**config.mk**
```make
export PLATFORM = sky130hd
export DESIGN_NAME = mfp_serial_spi
export DESIGN_NICKNAME = d
export VERILOG_FILES = /design/src/rtl/mfp_serial_spi.sv
export SDC_FILE = /design/constraint.sdc
export NUM_CORES = 1
export LEC_CHECK = 0
export BUFFER_PORTS_ARGS = -buffer_cell sky130_fd_sc_hd__buf_2
export CORE_MARGIN = 5
export CORE_UTILIZATION = 40
export CTS_CLUSTER_SIZE = 24
export DETAILED_ROUTE_END_ITERATION = 7
export PLACE_DENSITY = 0.67
export SYNTH_ARGS = -nofsm -noshare
export SYNTH_HDL_FRONTEND = slang
export SYNTH_SLANG_ARGS = --single-unit
```
**constraint.sdc**
```tcl
create_clock -name clk -period 2.1 [get_ports clk]
set_clock_uncertainty 0.2 [all_clocks]
set_input_delay 0.42 -clock clk [delete_from_list [all_inputs] [get_ports clk]]
set_output_delay 0.42 -clock clk [all_outputs]
set_load 0.02 [all_outputs]
```
**src/rtl/mfp_serial_spi.sv**
```systemverilog
// SPI target (mode 0, MSB first) bridging the IO controller to the MFP serial FIFOs.
// SPI pins are oversampled in the clk domain; command byte selects status read, pop, push or status set.
module mfp_serial_spi (
  input  logic        clk,
  input  logic        reset,
  input  logic        spi_sck,
  input  logic        spi_ss_n,
  input  logic        spi_mosi,
  output logic        spi_miso,
  input  logic        serial_data_out_available,
  input  logic [7:0]  serial_data_out,
  output logic        serial_strobe_out,
  input  logic [63:0] serial_status_out,
  input  logic        serial_data_in_full,
  output logic [7:0]  serial_data_in,
  output logic        serial_strobe_in,
  output logic [7:0]  serial_status_in
);

  typedef enum logic [2:0] {
    S_CMD, S_STATUS, S_RD_FLAG, S_RD_DATA, S_RD_DONE, S_WRITE, S_SETSTAT, S_IGNORE
  } state_t;

  state_t      state_reg, state_next;
  logic        sck_s1, sck_s2, sck_d;
  logic        ss_s1, ss_s2;
  logic        mosi_s1, mosi_s2;
  logic [2:0]  bit_cnt_reg;
  logic [7:0]  rx_shift_reg;
  logic [7:0]  tx_shift_reg;
  logic [63:0] stat_q_reg;
  logic [3:0]  idx_reg;
  logic        rd_avail_reg;
  logic [7:0]  rd_byte_reg;
  logic        ign_ff_reg;
  logic        armed_reg;
  logic        strobe_out_reg, strobe_in_reg;
  logic [7:0]  data_in_reg, status_in_reg;

  logic        ss_active, sck_rise, sck_fall, byte_done;
  logic [7:0]  rx_byte;
  logic [63:0] stat_shift;
  logic [7:0]  resp_byte;
  logic        pop_next, push_next, write_cap, set_status, snap_load, rd_latch;

  // Synchronisers are left unreset so that SS held low across a reset is still seen as low.
  always_ff @(posedge clk) begin
    sck_s1  <= spi_sck;
    sck_s2  <= sck_s1;
    sck_d   <= sck_s2;
    ss_s1   <= spi_ss_n;
    ss_s2   <= ss_s1;
    mosi_s1 <= spi_mosi;
    mosi_s2 <= mosi_s1;
  end

  assign ss_active  = ~ss_s2;
  assign sck_rise   = sck_s2 & ~sck_d;
  assign sck_fall   = ~sck_s2 & sck_d;
  assign rx_byte    = {rx_shift_reg[6:0], mosi_s2};
  assign byte_done  = ss_active & armed_reg & sck_rise & (bit_cnt_reg == 3'd7);
  assign stat_shift = stat_q_reg << {idx_reg[2:0], 3'b000};

  always_ff @(posedge clk) begin
    if (reset) begin
      state_reg <= S_CMD;
    end else begin
      state_reg <= state_next;
    end
  end

  always_comb begin
    state_next = state_reg;
    if (!ss_active) begin
      state_next = S_CMD;
    end else if (byte_done) begin
      case (state_reg)
        S_CMD: begin
          case (rx_byte)
            8'h50:   state_next = S_STATUS;
            8'h51:   state_next = S_RD_FLAG;
            8'h52:   state_next = S_WRITE;
            8'h53:   state_next = S_SETSTAT;
            default: state_next = S_IGNORE;
          endcase
        end
        S_RD_FLAG: state_next = S_RD_DATA;
        S_RD_DATA: state_next = S_RD_DONE;
        S_SETSTAT: state_next = S_IGNORE;
        default:   state_next = state_reg;
      endcase
    end
  end

  always_comb begin
    resp_byte  = 8'h00;
    pop_next   = 1'b0;
    push_next  = 1'b0;
    write_cap  = 1'b0;
    set_status = 1'b0;
    snap_load  = 1'b0;
    rd_latch   = 1'b0;
    if (byte_done) begin
      case (state_reg)
        S_CMD: begin
          case (rx_byte)
            8'h50: begin
              snap_load = 1'b1;
              resp_byte = serial_status_out[63:56];
            end
            8'h51: begin
              rd_latch  = 1'b1;
              resp_byte = {7'b0, serial_data_out_available};
            end
            8'h52, 8'h53: resp_byte = 8'h00;
            default:      resp_byte = 8'hFF;
          endcase
        end
        S_STATUS:  resp_byte = idx_reg[3] ? 8'h00 : stat_shift[63:56];
        S_RD_FLAG: resp_byte = rd_avail_reg ? rd_byte_reg : 8'h00;
        S_RD_DATA: pop_next  = rd_avail_reg;
        S_WRITE: begin
          write_cap = 1'b1;
          push_next = ~serial_data_in_full;
        end
        S_SETSTAT: set_status = 1'b1;
        S_IGNORE:  resp_byte  = ign_ff_reg ? 8'hFF : 8'h00;
        default:   resp_byte  = 8'h00;
      endcase
    end
  end

  always_ff @(posedge clk) begin
    if (reset) begin
      bit_cnt_reg    <= 3'd0;
      rx_shift_reg   <= 8'h00;
      tx_shift_reg   <= 8'h00;
      stat_q_reg     <= 64'h0;
      idx_reg        <= 4'd0;
      rd_avail_reg   <= 1'b0;
      rd_byte_reg    <= 8'h00;
      ign_ff_reg     <= 1'b0;
      armed_reg      <= 1'b0;
      strobe_out_reg <= 1'b0;
      strobe_in_reg  <= 1'b0;
      data_in_reg    <= 8'h00;
      status_in_reg  <= 8'h00;
    end else begin
      strobe_out_reg <= pop_next;
      strobe_in_reg  <= push_next;
      // After a reset the bit counter stays parked until SS is seen high, so a cut-off transaction cannot misalign bytes.
      if (!ss_active) begin
        bit_cnt_reg  <= 3'd0;
        tx_shift_reg <= 8'h00;
        armed_reg    <= 1'b1;
      end else if (!armed_reg) begin
        bit_cnt_reg  <= 3'd0;
      end else begin
        if (sck_rise) begin
          rx_shift_reg <= rx_byte;
          bit_cnt_reg  <= bit_cnt_reg + 3'd1;
        end
        if (byte_done) begin
          tx_shift_reg <= resp_byte;
        end else if (sck_fall && bit_cnt_reg != 3'd0) begin
          tx_shift_reg <= {tx_shift_reg[6:0], 1'b0};
        end
      end
      if (snap_load) begin
        stat_q_reg <= serial_status_out;
        idx_reg    <= 4'd1;
      end else if (byte_done && state_reg == S_STATUS && !idx_reg[3]) begin
        idx_reg    <= idx_reg + 4'd1;
      end
      if (byte_done && state_reg == S_CMD) begin
        ign_ff_reg <= (state_next == S_IGNORE);
      end
      if (rd_latch) begin
        rd_avail_reg <= serial_data_out_available;
        rd_byte_reg  <= serial_data_out;
      end
      if (write_cap) begin
        data_in_reg <= rx_byte;
      end
      if (set_status) begin
        status_in_reg <= rx_byte;
      end
    end
  end

  assign spi_miso          = tx_shift_reg[7];
  assign serial_strobe_out = strobe_out_reg;
  assign serial_strobe_in  = strobe_in_reg;
  assign serial_data_in    = data_in_reg;
  assign serial_status_in  = status_in_reg;

endmodule

```
Word-level counts from Yosys, hierarchy flattened
Index checks and enable logic that the tools add are counted.
- flip-flop bits (word level): 125
- output and inout port bits: 19
- add/sub/neg operators: 2
- equal/unequal tests: 12
- shift-type cells: 1
- multiplexer cells: 23
- bitwise gates (word level): 13
- reductions and logical operators: 17
- operators by type and width (cell ; number):
    64-bit by 6-bit left shift with 64-bit output ; 1
    8-bit two-way mux ; 5
    8-bit by 7-bit == test with 1-bit output (second input constant) ; 4
    8-bit case mux with 4 select lines ; 1
    3-bit case mux with 4 select lines ; 2
    8-bit case mux with 3 select lines ; 1
    3-bit == test (second input constant) ; 5
    1-bit two-way mux ; 12
    3-bit OR reduction ; 3
    1-bit NOT ; 8
    3-bit by 2-bit == test with 1-bit output (second input constant) ; 2
    3-bit two-way mux ; 2
    2-bit OR reduction ; 3
    1-bit bitwise AND ; 5
    4-bit by 1-bit adder with 4-bit output (second input constant) ; 1
    1-bit logical AND ; 4
    2-bit nonzero test ; 2
    3-bit by 1-bit adder with 3-bit output (second input constant) ; 1
    3-bit by 1-bit == test with 1-bit output (second input constant) ; 1
    3-bit logical NOT ; 1
    3-bit AND reduction ; 1
    3-bit nonzero test ; 1
    2-bit AND reduction ; 1
    1-bit logical NOT ; 1

Logic depth before layout (Yosys ltp)
Gate-level depths: netlist of the first run.
- depth in word-level cells: 8
- mapped depth: 10
- mapped depth without buffers: 7

Worst setup path after synthesis of the first run
Ideal clock, no wire load.
- kind: flip-flop to flip-flop
- start point: reg rx_shift_reg[6]
- end point: reg stat_q_reg[52]
- arrival: 1896 ps
- data required time: 1772 ps
- path slack: -124 ps
- stages on the path, launching flop included: 10
- buffers on the path: 4
- cells stage by stage: dfxtp_1 or4b_1 buf_2 nor2_8 and3_1 buf_4 buf_12 buf_8 mux2i_1 nor2_1
- word-level cells in the longest chain between the ends: 4
- RTL lines (what ; RTL line ; RTL):
    from (decl) ; 29 ; logic [7:0] rx_shift_reg;
    from (signal assigned) ; 160 ; rx_shift_reg <= rx_byte;
    8-bit by 7-bit == test with 1-bit output ; 106 ; case (rx_byte)
    1-bit two-way mux ; 106 ;
    1-bit two-way mux ; 104 ; case (state_reg)
    1-bit two-way mux ; 103 ; if (byte_done) begin
    to (signal assigned) ; 170 ; stat_q_reg <= serial_status_out;
    to (decl) ; 31 ; logic [63:0] stat_q_reg;
Every way passes these cells.
A chain may end at the register's enable or synchronous reset.

Worst setup path after layout of the first run
- start point: reg state_reg[0]
- end point: reg stat_q_reg[19]
- word-level cells in the longest chain between the ends: 3
- RTL lines (what ; RTL line ; RTL):
    from (decl) ; 24 ; state_t state_reg, state_next;
    from (signal assigned) ; 68 ; state_reg <= state_next;
    3-bit logical NOT ; 104 ;
    1-bit two-way mux ; 104 ;
    1-bit two-way mux ; 103 ;
Every way passes these cells.

==> metrics.md, run 1 <==
| Metric | Value |
|---|---|
| Status | `finished, violations left` |
| Failing checks | `negative setup slack` |
| Max Clk Rate | `0.4610 GHz` |
| CP Data Required Time | `2.20 ns` |
| Slew HR | `66.45%` |
| N_diodes | `0` |
| Wire per inst | `15.71 um` |
| Global Route Usage Sum | `16.98%` |
| Fillers | `1198` |
| Final WS setup | `-0.06936 ns` |
| P per Cell Area | `760.7 mW/mm2` |
| Post-synth EDFFs | `0` |
| Syn Inst Count | `567` |
| Post-route minimum period | `2.169 ns` |
| Commonest cells after routing, fill and taps aside | `dfxtp_1 (122), nor2_1 (104), buf_2 (96)` |
| Finish-stage setup viols | `51` |
| Clock-pin slew on the worst setup and hold paths | `0.06 ns` |
| Seq cells post-synth | `125` |
| Final Slew Violations | `0` |
| GP Congestion | `0.8311` |
| Post-synthesis sequential area ratio | `46.15%` |
| DP HPWL | `9676 um` |
| Syn Area/Cell | `9.564 um2` |
| Syn nets | `650` |
| DP Worst Slack | `-0.1290 ns` |
| Hold Crit Class | `in2reg` |
| Total Neg Setup Slack | `-1.417 ns` |
| Clock Sink Count | `125` |
| Initial Utilization | `40.95%` |
| Remaining Overflow, GRT | `0` |
| Final period util | `103.3%` |
| Arr. time, crit path | `2.27 ns` |
| Vias/cell | `5.115` |
| Pre-antenna DRT Iters | `5` |
| TritonCTS buffer count | `17` |
| Global-route wire length before repair | `21560 um` |
| Layout cells sized above 1 | `29.16%` |
| Commonest non-fill, non-tap cell in the layout | `dfxtp_1` |
| Reg area | `0.002506 mm2` |
| Worst-case vdd ir drop | `582.1 uV` |
| Fin Hold WS | `0.03052 ns` |
| Max-cap violations | `0` |
| Clock buffer depth | `2` |
| Final #Nets | `773` |
| Post-DRT Antenna Nets | `0` |
| Top cell type's share of synthesized area | `46.15%` |
| Top-Level Pins | `98` |
| Worst-Skew Late Latency | `0.42 ns` |
| Area of the multi-input gates | `0.002754 mm2` |
| Leak | `2.791 nW` |
| Input/output buffers | `97` |
| Die X | `126.4 um` |
| Crit path kind | `reg2reg` |
| Vias in the first global route | `4394` |
| Crit path capture type | `register` |
| Ys flop type | `dfxtp_1` |
| DRC violations left | `0` |
| WL final | `13810 um` |
| Synth warn | `0` |
| Antenna violations before repair | `0` |
| CTS tree | `built` |
| Crit start category | `register` |
| Iteration-0 DRC Markers | `226` |
| CTS root buffer | `clkbuf_16` |
| Die ar. | `0.01599 mm2` |
| Synth Cell Area | `0.005423 mm2` |
| Area Overhead vs Synth | `30.66%` |
| Max reg flops | `64` |
| RSZ-0062 raised after global routing | `yes` |
| Final hold vios | `0` |
| Core Footprint | `0.01324 mm2` |
| Pin count of the biggest net entering global routing | `110` |
| Vias | `4496` |
| Top cell type by total area after synthesis | `dfxtp_1` |
| Critical Path Fanout Max | `10` |
| Htree depth | `4` |
| Synth area leaders | `dfxtp_1 (46%), mux2i_1 (18%), nor2_1 (7.3%), mux4_2 (3.7%), nand2_1 (3.0%)` |
| Core Rows | `42` |
| Synth cell types | `52` |
| Die Ht | `126.4 um` |
| Ys async rst share | `0%` |
| Slew of the pin with the lowest slew margin | `0.5032 ns` |
==> final timing paths <==
check | cells after the start | end | slack [ns] | start
max | 6 | stat_q_reg[19] | -0.07 | state_reg[0]
min | 3 | stat_q_reg[12] | 0.03 | serial_status_out[12]
min reg2reg | 0 | ss_s2 | 0.13 | ss_s1
max reg2reg | 6 | stat_q_reg[19] | -0.07 | state_reg[0]
==> layer usage <==
layer	global-route usage [%]	vias up	routed length [um]
met5	0	-	0
met4	7.823	0	320
met3	4.876	31	741
met2	25.78	138	6383
met1	22.38	2099	6362
li1	-	2228	-
==> per-stage QoR <==
step | instances | power [mW] | util, % | cell area [um2]
after global placement | 838 | 2.601 | 47.42 | 6280
after detailed placement | 838 | 2.604 | 47.42 | 6280
after floorplan | 567 | 2.494 | - | 5434
after CTS | 874 | 5.433 | 52.27 | 6922
after global routing | 879 | 5.557 | 53.51 | 7086
final | 879 | 5.390 | 53.51 | 7086
==> timing repair <==
item / CTS / global route
setup endpoints to repair: 100 / 99
cloned: 0 / 4
pin swaps: 2 / 1
hold buffers: 4 / 0
buffers inserted: 0 / 1
gates resized for setup: 7 / 14
hold endpoints to repair: 4 / 0
==> synthesized netlist by cell type, types with 2 or more instances <==
library cell and count:
a21oi_1 32, o21ai_1 7, nor3b_1 5, a22oi_1 4
nand3b_1 3, nor2b_1 9, a31oi_1 3, nor2_1 105
and3_1 3, a32oi_1 2, a211oi_1 2, ha_1 4
mux4_2 9, nor4_1 2, mux2i_1 97, nand4_1 2
mux2_2 2, nor4b_1 3, o2111ai_1 3, buf_4 5
nand3_1 7, nor3_1 8, nand4b_1 4, buf_2 3
dfxtp_1 125, o32ai_1 3, xnor2_1 3, nand2_1 44
clkbuf_1 28, nand2b_1 5, buf_1 2, inv_1 5
o21ai_0 2, o211ai_1 5, or2_2 4
==> kinds of logic (layout without fill, tap and decap cells) <==
group,count (synthesis),after routing,synth area share (%)
muxes,108,108,22.06
and+or+nand+nor,209,209,17.90
buffers and inverters,47,183,4.315
xor gates and xnor gates,4,4,0.6462
AOI/OAI and AO/OA,70,70,8.007
adders and majority gates,4,4,0.9230
DFF,125,125,46.15
==> layout make-up <==
type,instances,share of cell area (%)
multi-input combinational,395,38.87
sequential,125,35.37
timing repair buffer,145,14.20
clock buffer,20,6.587
tap,176,3.108
clock inverter,12,1.554
inverter,6,0.3179
==> critical path: stages, from the launching register on <==
cell       delay, ns
dfxtp_1         0.31
or3_1           0.41
nor3_2          0.24
and3_4          0.39
clkbuf_16       0.23
mux2i_1         0.22
nor2_1          0.05
==> power by group <==
part / switching [mW] / internal [mW]
logic: 0.0904 / 0.0811
clock network: 1.11 / 1.72
registers: 0.00708 / 2.38
total: 1.20 / 4.19
(Power assumes the default switching activity.)
==> run 2: changes to the inputs <==
--- a/config.mk
+++ b/config.mk
@@ -10,7 +10,7 @@
 export CORE_UTILIZATION = 40
 export CTS_CLUSTER_SIZE = 24
 export DETAILED_ROUTE_END_ITERATION = 7
-export PLACE_DENSITY = 0.67
+export PLACE_DENSITY = 0.64
 export SYNTH_ARGS = -nofsm -noshare
 export SYNTH_HDL_FRONTEND = slang
 export SYNTH_SLANG_ARGS = --single-unit
==> constraint.sdc (replaced) <==
create_clock -name clk -period 2.07 [get_ports clk]
set_clock_uncertainty 0.2 [all_clocks]
set_input_delay 0.414 -clock clk [delete_from_list [all_inputs] [get_ports clk]]
set_output_delay 0.414 -clock clk [all_outputs]
set_load 0.02 [all_outputs]
==> metrics.md, run 2 (synthesized netlist as in run 1, its figures left out) <==
| Metric | Value |
|---|---|
| Leak | `2.818 nW` |
| P per Cell Area | `790.6 mW/mm2` |
| Pin count of the biggest net entering global routing | `110` |
| Clock Power Share | `54.2%` |
| Clock buffer depth | `2` |
| RSZ-0062 raised after global routing | `yes` |
| Finish-stage setup viols | `35` |
| Vias | `4455` |
| Htree depth | `4` |
| DRC violations left | `0` |
| Critical path origin | `rx_shift_reg[6]` |
| Logic pwr share | `3.1%` |
| Status | `finished, violations left` |
| Wire per inst | `15.65 um` |
| Setup slack, reg-to-reg | `-0.04 ns` |
| Worst-Skew Late Latency | `0.42 ns` |
| Commonest cells after routing, fill and taps aside | `dfxtp_1 (123), nor2_1 (104), buf_2 (96)` |
| Post-DRT Antenna Nets | `0` |
| Input/output buffers | `97` |
| Total power | `5.670 mW` |
| Worst Hold Path Cells | `3` |
| Core Footprint | `0.01324 mm2` |
| Worst hold endpoint | `stat_q_reg[27]` |
| Global-route wire length before repair | `22380 um` |
| Max reg flops | `64` |
| Int Pwr | `4.457 mW` |
| Commonest non-fill, non-tap cell in the layout | `dfxtp_1` |
| RR Endpoint | `stat_q_reg[39]` |
| Crit path capture type | `register` |
| Beginning of the worst hold path | `serial_status_out[27]` |
| CTS tree | `built` |
| Final Slew Violations | `0` |
| Pre-antenna DRT Iters | `4` |
| TritonCTS buffer count | `17` |
| CTS root buffer | `clkbuf_16` |
| Seq pwr share | `42.7%` |
| Crit path kind | `reg2reg` |
| Vias in the first global route | `4569` |
| Global Route Usage Sum | `17.55%` |
| WL final | `13840 um` |
| Max Clk Rate | `0.4745 GHz` |
| Reg2reg start | `rx_shift_reg[6]` |
| Final core occ | `54.16%` |
| Placement Cell Area | `0.006316 mm2` |
| Worst path slowest cell | `or4b_4` |
| Net switching power | `1.213 mW` |
| Post-Layout Inst Area | `0.007172 mm2` |
| Clock Sink Count | `125` |
| Critical Path Fanout Max | `18` |
| DP HPWL | `9667 um` |
| Clock-pin slew on the worst setup and hold paths | `0.06 ns` |
| DP Worst Slack | `-0.1083 ns` |
| Arr. time, crit path | `2.20 ns` |
| Top-Level Pins | `98` |
| Iteration-0 DRC Markers | `281` |
| Failing checks | `negative setup slack` |
| Die X | `126.4 um` |
| Max-cap violations | `0` |
| Layout cells sized above 1 | `30.93%` |
| Die Ht | `126.4 um` |
| Die ar. | `0.01599 mm2` |
| Final period util | `101.8%` |
| Slew of the pin with the lowest slew margin | `0.5378 ns` |
| Final WS setup | `-0.03727 ns` |
| CP peak stage delay | `0.59 ns` |
| Antenna violations before repair | `0` |
| CP Data Required Time | `2.16 ns` |
| GP Congestion | `0.8571` |
| Area Overhead vs Synth | `32.26%` |
| Crit start category | `register` |
| Worst-path cell chain | `or4b_4 -> nor2_8 -> and3_4 -> buf_12 -> mux2i_1 -> nor2_1` |
| Net Sw Frac | `21.39%` |
| Initial Utilization | `40.95%` |
| Post-route minimum period | `2.107 ns` |
| Worst-case vdd ir drop | `601.4 uV` |
| Hold Crit Class | `in2reg` |
| Remaining Overflow, GRT | `0` |
| Vias/cell | `5.040` |
| N_diodes | `0` |
| Fillers | `1178` |
| Final hold vios | `0` |
| Slew HR | `64.15%` |
| Core Rows | `42` |
| Final #Nets | `778` |
| Worst R2R Path Depth | `6` |
==> run 2: cell count changes in the layout (fill, tap and decap cells not counted), sizes merged <==
cell,delta
buf,+9
bufinv,+2
clkbuf,-5
clkinv,+1
clkinvlp,-1
inv,-1
==> run 2: layout make-up <==
class	count	area, um2	share of cell area (%)
Timing Repair Buffer	150	1005	14.01
Sequential cell	125	2505	34.93
Tap cell	176	220.2	3.070
Clock buffer	19	452.9	6.315
Inverter	6	22.52	0.3140
Multi-Input combinational cell	395	2804	39.10
Clock inverter	13	162.7	2.268
==> run 2: how the worst max path moves through the flow <==
stage / depth (start not counted) / slack, ns / to
floorplan: 9 / -0.12 / stat_q_reg[52]
global placement: 6 / -0.08 / stat_q_reg[24]
detailed placement: 6 / -0.11 / stat_q_reg[25]
CTS: 6 / -0.04 / stat_q_reg[41]
global route: 8 / -0.13 / stat_q_reg[41]
finish: 6 / -0.04 / stat_q_reg[39]
==> run 2: per-stage QoR <==
stage / TNS, ns / cells / hold WS, ns
final: -0.4905 / 884 / 0.01952
after global routing: -6.229 / 884 / 0.005543
after CTS: -0.4896 / 881 / 0.009311
after detailed placement: -4.545 / 842 / 0.1154
after global placement: -2.979 / 842 / 0.1174
after floorplan: -4.028 / 567 / 0.1096
==> run 2: critical path: cells and delay by family, from the launching register on <==
kind | cells | cell delay (ns)
mux | 1 | 0.22
simple gates | 4 | 1.04
buf+inv | 1 | 0.20
flops | 1 | 0.31
==> run 2: per-layer routing <==
metal	part of all wire [%]	up-vias	global-route usage, %
met1	46	2071	22.85
li1	-	2244	-
met4	1.3	0	5.931
met3	6.3	16	6.179
met5	0	-	0
met2	47	124	27.18
==> run 2: what timing repair did <==
action / in CTS / in global routing
endpoints found under the hold margin: 4 / 0
hold buffers: 4 / 0
cloned: 1 / 1
pin swaps: 2 / 4
gates resized for setup: 9 / 24
endpoints found under the setup margin: 91 / 99
setup buffers: 2 / 2
==> run 2: power by group through the flow <==
| stage | Clock [mW] | Sequential, mW | Combinational [mW] |
|---|---|---|---|
| finish | 3.07 | 2.42 | 0.177 |
| global route | 3.23 | 2.42 | 0.194 |
| CTS | 3.12 | 2.42 | 0.175 |
| floorplan | 0 | 2.47 | 0.0579 |
| global placement | 0 | 2.47 | 0.166 |
| detailed placement | 0 | 2.47 | 0.168 |
